===== src/rtl/cpu_pkg.sv =====
// Shared CPU pipeline types.
//   fwd_sel_t   : EX operand source select (regfile / EX-MEM / MEM-WB).
//   mem_state_t : memory-wait FSM state.
//   REG_W_DEFAULT : default register-index width.
package cpu_pkg;

  localparam int REG_W_DEFAULT = 4;

  typedef enum logic [1:0] {
    FWD_RF    = 2'b00,
    FWD_EXMEM = 2'b01,
    FWD_MEMWB = 2'b10
  } fwd_sel_t;

  typedef enum logic {
    RUN  = 1'b0,
    WAIT = 1'b1
  } mem_state_t;

endpackage


===== src/rtl/pipe_hazard_ctrl_sat_counter.sv =====
// Saturating up-counter: holds at all-ones, never wraps.
//   clk : rising-edge clock
//   rst : synchronous reset, active-low
//   inc : count enable for this cycle
//   cnt : current count
module sat_counter #(
  parameter int CNT_W = 16
) (
  input  logic             clk,
  input  logic             rst,
  input  logic             inc,
  output logic [CNT_W-1:0] cnt
);

  logic [CNT_W-1:0] cnt_q;

  always_ff @(posedge clk) begin
    if (!rst)                    cnt_q <= '0;
    else if (inc && cnt_q != '1) cnt_q <= cnt_q + 1'b1;
  end

  assign cnt = cnt_q;

endmodule


===== src/rtl/pipe_hazard_ctrl.sv =====
// Hazard / forwarding / flush controller for the 5-stage pipeline.
//   id_rs/id_rt(+_used)     : sources of the instruction in ID
//   ex_*/mem_*/wb_*         : destinations in later stages
//   br_taken                : redirect resolved in MEM
//   mem_req/mem_ack         : MEM data access handshake
//   stall_if/stall_id       : hold PC / IF-ID
//   flush_ifid/idex/exmem   : bubble into that register
//   hold_all                : freeze the whole pipeline (memory wait)
//   fwd_a/fwd_b             : registered EX operand selects
//   mem_err                 : sticky memory timeout
//   stall_cnt/flush_cnt     : saturating performance counters
module pipe_hazard_ctrl
  import cpu_pkg::*;
#(
  parameter int REG_W       = cpu_pkg::REG_W_DEFAULT,
  parameter bit ZERO_REG    = 1'b1,
  parameter int MEM_TIMEOUT = 16,
  parameter int CNT_W       = 16
) (
  input  logic             clk,
  input  logic             rst,
  input  logic [REG_W-1:0] id_rs,
  input  logic [REG_W-1:0] id_rt,
  input  logic             id_rs_used,
  input  logic             id_rt_used,
  input  logic [REG_W-1:0] ex_rd,
  input  logic             ex_wr,
  input  logic             ex_load,
  input  logic [REG_W-1:0] mem_rd,
  input  logic             mem_wr,
  input  logic [REG_W-1:0] wb_rd,
  input  logic             wb_wr,
  input  logic             br_taken,
  input  logic             mem_req,
  input  logic             mem_ack,
  output logic             stall_if,
  output logic             stall_id,
  output logic             flush_ifid,
  output logic             flush_idex,
  output logic             flush_exmem,
  output logic             hold_all,
  output logic [1:0]       fwd_a,
  output logic [1:0]       fwd_b,
  output logic             mem_err,
  output logic [CNT_W-1:0] stall_cnt,
  output logic [CNT_W-1:0] flush_cnt
);

  localparam int TW = 8;

  mem_state_t    state_q, state_d, state_eff;
  logic [TW-1:0] tcnt_q, tcnt_d;
  logic          retire_q, retire_d;
  logic          err_q, err_d;
  fwd_sel_t      fwd_a_q, fwd_a_d, fwd_b_q, fwd_b_d;
  logic          lu, bubble, hold;

  function automatic logic match(input logic [REG_W-1:0] x, input logic [REG_W-1:0] y,
                                 input logic w);
    return w && (x == y) && !(ZERO_REG && (y == '0));
  endfunction

  // Newest producer wins: EX/MEM result over MEM/WB data.
  function automatic fwd_sel_t fwd_sel(input logic [REG_W-1:0] r);
    if (match(r, ex_rd, ex_wr))   return FWD_EXMEM;
    if (match(r, mem_rd, mem_wr)) return FWD_MEMWB;
    return FWD_RF;
  endfunction

  always_comb begin
    // Reset forces RUN for the combinational view so hold drops at once.
    state_eff = rst ? state_q : RUN;

    lu = ex_load && ((match(id_rs, ex_rd, ex_wr) && id_rs_used) ||
                     (match(id_rt, ex_rd, ex_wr) && id_rt_used));

    // An acking WAIT cycle lets the pipe advance. retire_q marks the cycle
    // after a timeout: the stuck access retires instead of re-entering WAIT.
    if (state_eff == WAIT) hold = !mem_ack;
    else                   hold = mem_req && !mem_ack && !retire_q;

    bubble = lu || br_taken;

    stall_if    = lu && !hold && !br_taken;
    stall_id    = stall_if;
    flush_ifid  = br_taken && !hold;
    flush_exmem = br_taken && !hold;
    flush_idex  = bubble && !hold;
    hold_all    = hold;

    state_d  = state_q;
    tcnt_d   = tcnt_q;
    retire_d = 1'b0;
    err_d    = err_q;
    fwd_a_d  = fwd_a_q;
    fwd_b_d  = fwd_b_q;

    case (state_q)
      RUN: begin
        if (mem_req && !mem_ack && !retire_q) begin
          state_d = WAIT;
          tcnt_d  = TW'(1);
        end
      end
      WAIT: begin
        if (mem_ack) begin
          state_d = RUN;
          tcnt_d  = '0;
        end else if (tcnt_q == TW'(MEM_TIMEOUT)) begin
          state_d  = RUN;
          tcnt_d   = '0;
          err_d    = 1'b1;
          retire_d = 1'b1;
        end else begin
          tcnt_d = tcnt_q + 1'b1;
        end
      end
      default: state_d = RUN;
    endcase

    if (!hold) begin
      fwd_a_d = bubble ? FWD_RF : fwd_sel(id_rs);
      fwd_b_d = bubble ? FWD_RF : fwd_sel(id_rt);
    end
  end

  always_ff @(posedge clk) begin
    if (!rst) begin
      state_q  <= RUN;
      tcnt_q   <= '0;
      retire_q <= 1'b0;
      err_q    <= 1'b0;
      fwd_a_q  <= FWD_RF;
      fwd_b_q  <= FWD_RF;
    end else begin
      state_q  <= state_d;
      tcnt_q   <= tcnt_d;
      retire_q <= retire_d;
      err_q    <= err_d;
      fwd_a_q  <= fwd_a_d;
      fwd_b_q  <= fwd_b_d;
    end
  end

  assign fwd_a   = fwd_a_q;
  assign fwd_b   = fwd_b_q;
  assign mem_err = err_q;

  sat_counter #(.CNT_W(CNT_W)) u_stall_cnt (
    .clk (clk),
    .rst (rst),
    .inc (stall_if || hold),
    .cnt (stall_cnt)
  );

  sat_counter #(.CNT_W(CNT_W)) u_flush_cnt (
    .clk (clk),
    .rst (rst),
    .inc (flush_exmem),
    .cnt (flush_cnt)
  );

  // WB is not a forwarding source (regfile writes before it reads); this
  // records when a load-use stall coincides with a WB producer of rs.
  cover property (@(posedge clk) disable iff (!rst)
    lu && match(id_rs, wb_rd, wb_wr) && id_rs_used);

endmodule


===== config.mk =====
export PLATFORM = sky130hd
export DESIGN_NAME = pipe_hazard_ctrl
export DESIGN_NICKNAME = d
export VERILOG_FILES = /design/src/rtl/cpu_pkg.sv /design/src/rtl/pipe_hazard_ctrl_sat_counter.sv /design/src/rtl/pipe_hazard_ctrl.sv
export SDC_FILE = /design/constraint.sdc
export NUM_CORES = 1
export LEC_CHECK = 0
export CORE_ASPECT_RATIO = 1.25
export CORE_MARGIN = 2
export CORE_UTILIZATION = 35
export CTS_CLUSTER_SIZE = 24
export DETAILED_ROUTE_END_ITERATION = 10
export PLACE_DENSITY = 0.58
export SKIP_LAST_GASP = 1
export SYNTH_ARGS = -nofsm -noshare
export SYNTH_HDL_FRONTEND = slang
export SYNTH_SLANG_ARGS = --single-unit

===== constraint.sdc =====
create_clock -name clk -period 5.9 [get_ports clk]
set_clock_uncertainty 0.15 [all_clocks]
set_input_delay 0.59 -clock clk [delete_from_list [all_inputs] [get_ports clk]]
set_output_delay 0.59 -clock clk [all_outputs]
set_load 0.01 [all_outputs]

==> metrics.yaml <==
design_area_um2: 3537
synth_edf_count: 0
synth_seq_cells: 47
num_rows: 35
final_cell_mix: "68 x clkdlybuf4s50_1, 47 x dfxtp_1, 33 x nor2_1"
start_util: 0.3633
cts.sinks: 47
dieArea_um2: 8404
power_density_nw_per_um2: 170.5
track_usage: 0.1677
worst_ep_required_time_ns: 5.16
fillers: 759
dpl_cell_area_um2: 3450
tns_ns: 0
setup_ws_ns: 2.226
status: "completed"
final_common_cell: "clkdlybuf4s50_1"
clk_pin_slew_ns: 0.08
hold_buffers: 0
crit_type: "primary input to output pin"
cp.arrival_ns: 2.93
syn_nets: 359
syn_area_um2: 2689
fin_nets: 425
area.growth.synth_to_final_pct: 31.55
coreArea_um2: 7401
synthCells: 324
worstSetupStartpointType: "primary input"
cts.path.max_buffers: 2
placedCellCount: 475
synth_warnings: 0
clock_latency_ns: 0.30
min_path_type: "register to register"
vias_per_cell: 5.234
cp-end-kind: "output pin"
leakage_uw: 0.001162
grt_pass1_vias: 2405
final_cells: 482
drtPass1Iterations: 5
min_period_ns: 3.674
detail_route.wl_per_cell_um: 13.75
final.period_utilization: 0.6226
maxCapViolCount: 0
drt_wl_total_mm: 6.626
highest_layer: "met4"
cp_max_fo: 27
ios: 74
drt-met1-wl_mm: 2.916
cts_resized: 0
fp.dieH_um: 102.0
hpwl_mm: 4.936
dp_slack_ns: 2.193
place_congestion: 0.7709
drc: 0
synth-async-reset-ratio: 0
antenna_found_initial: 0
n_antenna_cell: 0
drive_above_1_share: 0.05897
yosys.cell_types.count: 47
max_freq_mhz: 272.2
cts_tree: "done"
clockRootBuffer: "clkbuf_8"
grt_first_pass_wirelength_mm: 11.03
cts_buffers: 5
drtAntennaViolNets: 0
max_slew_margin: 0.5821
overflow: 0
setup_violations: 0
peakVddDrop_mv: 0.08887
grt_max_degree: 34
final_max_slew_viol_count: 0
postCtsSetupRepairBufs: 0
hold_viol: 0
htree_levels: 2
synth_ff_type: "dfxtp_1"
vias: 2523
rsz0062_at_grt: "false"
die_w_um: 82.40
postSynthAreaPerCell_um2: 8.299
wl_met2_mm: 3.312
whs_ns: 0.3089
detail_route.iter0.violations: 63
worst_pin_slew_ns: 0.6235
synth_seq_area_share: 0.3499
io_buffers: 68
wl_met3_um: 249
[state kept, by name, indices dropped and copies added, names as in the netlist]
| register | flops |
|---|---|
| fwd_a | 2 |
| fwd_b | 2 |
| mem_err | 1 |
| retire_q | 1 |
| state_q | 1 |
| tcnt_q | 8 |
| u_flush_cnt.cnt | 16 |
| u_stall_cnt.cnt | 16 |
[routing by layer]
layer,vias up,track usage
li1,1274,-
met1,1187,0.2059
met2,51,0.2897
met3,11,0.03534
met4,0,0.05256
met5,-,0
[synthesized netlist by cell type (all sizes together), types with 6 or more instances]
library cell | count | area share
dfxtp | 47 | 0.35
nor2 | 33 | 0.046
nand2 | 31 | 0.043
a21oi | 29 | 0.054
xnor2 | 21 | 0.068
nand3 | 14 | 0.026
o21ai | 14 | 0.027
mux2i | 12 | 0.045
nand2b | 12 | 0.028
nand4 | 12 | 0.033
inv | 10 | 0.014
nor3 | 9 | 0.027
or3 | 9 | 0.021
and3 | 8 | 0.020
clkbuf | 8 | 0.011
nand3b | 6 | 0.017
[layout make-up]
type	instances	area (um2)	area share
multi-input cells	254	1653	0.4673
inverters	12	45.04	0.01273
well taps	92	115.1	0.03254
repair buffers	70	695.7	0.1967
flip-flops and latches	47	940.9	0.2660
clock buffers	6	82.58	0.02335
clock inverters	1	5.005	0.001415
[critical path: stages]
cell and delay [ns]:
clkdlybuf4s50_1 0.40, buf_4 0.22, nand2_1 0.09, a21o_1 0.38
inv_1 0.32, nor2_1 0.33, clkdlybuf4s50_1 0.60
[worst paths after layout]
check | from | end | slack (ns) | depth (start not counted)
worst max-delay path | rst | flush_ifid | 2.23 | 7
worst min-delay path | mem_err$_SDFFE_PN0P_ | mem_err$_SDFFE_PN0P_ | 0.31 | 1
worst max register to register | retire_q$_SDFF_PP0_ | u_flush_cnt.cnt[4]$_SDFFE_PN0P_ | 3.48 | 7
worst min register to register | mem_err$_SDFFE_PN0P_ | mem_err$_SDFFE_PN0P_ | 0.31 | 1
[metrics by stage]
step	power (uW)	utilization
after CTS	611.0	0.4779
after floorplan	372.2	-
after detailed placement	412.3	0.4661
after global routing	627.7	0.4779
after global placement	411.5	0.4661
final	603.2	0.4779
[where the power goes]
part           total (uW)  switching, uW  internal, uW  leakage [uW]
Sequential            325           4.32           320      0.000379
Combinational        79.4           39.8          39.6      0.000735
Clock                 199            107          92.2     0.0000470
Total                 603            151           452       0.00116
[cells by family after synthesis]
group / Yosys count / share of synthesized area
XOR/XNOR: 26 / 0.08469
adder cells (fa/ha/maj): 4 / 0.01861
buffers and inverters: 23 / 0.03536
AO/OA/AOI/OAI: 62 / 0.1582
multiplexers: 12 / 0.04467
flip-flops: 47 / 0.3499
AND/OR/NAND/NOR: 150 / 0.3085
(Power assumes the default switching activity.)
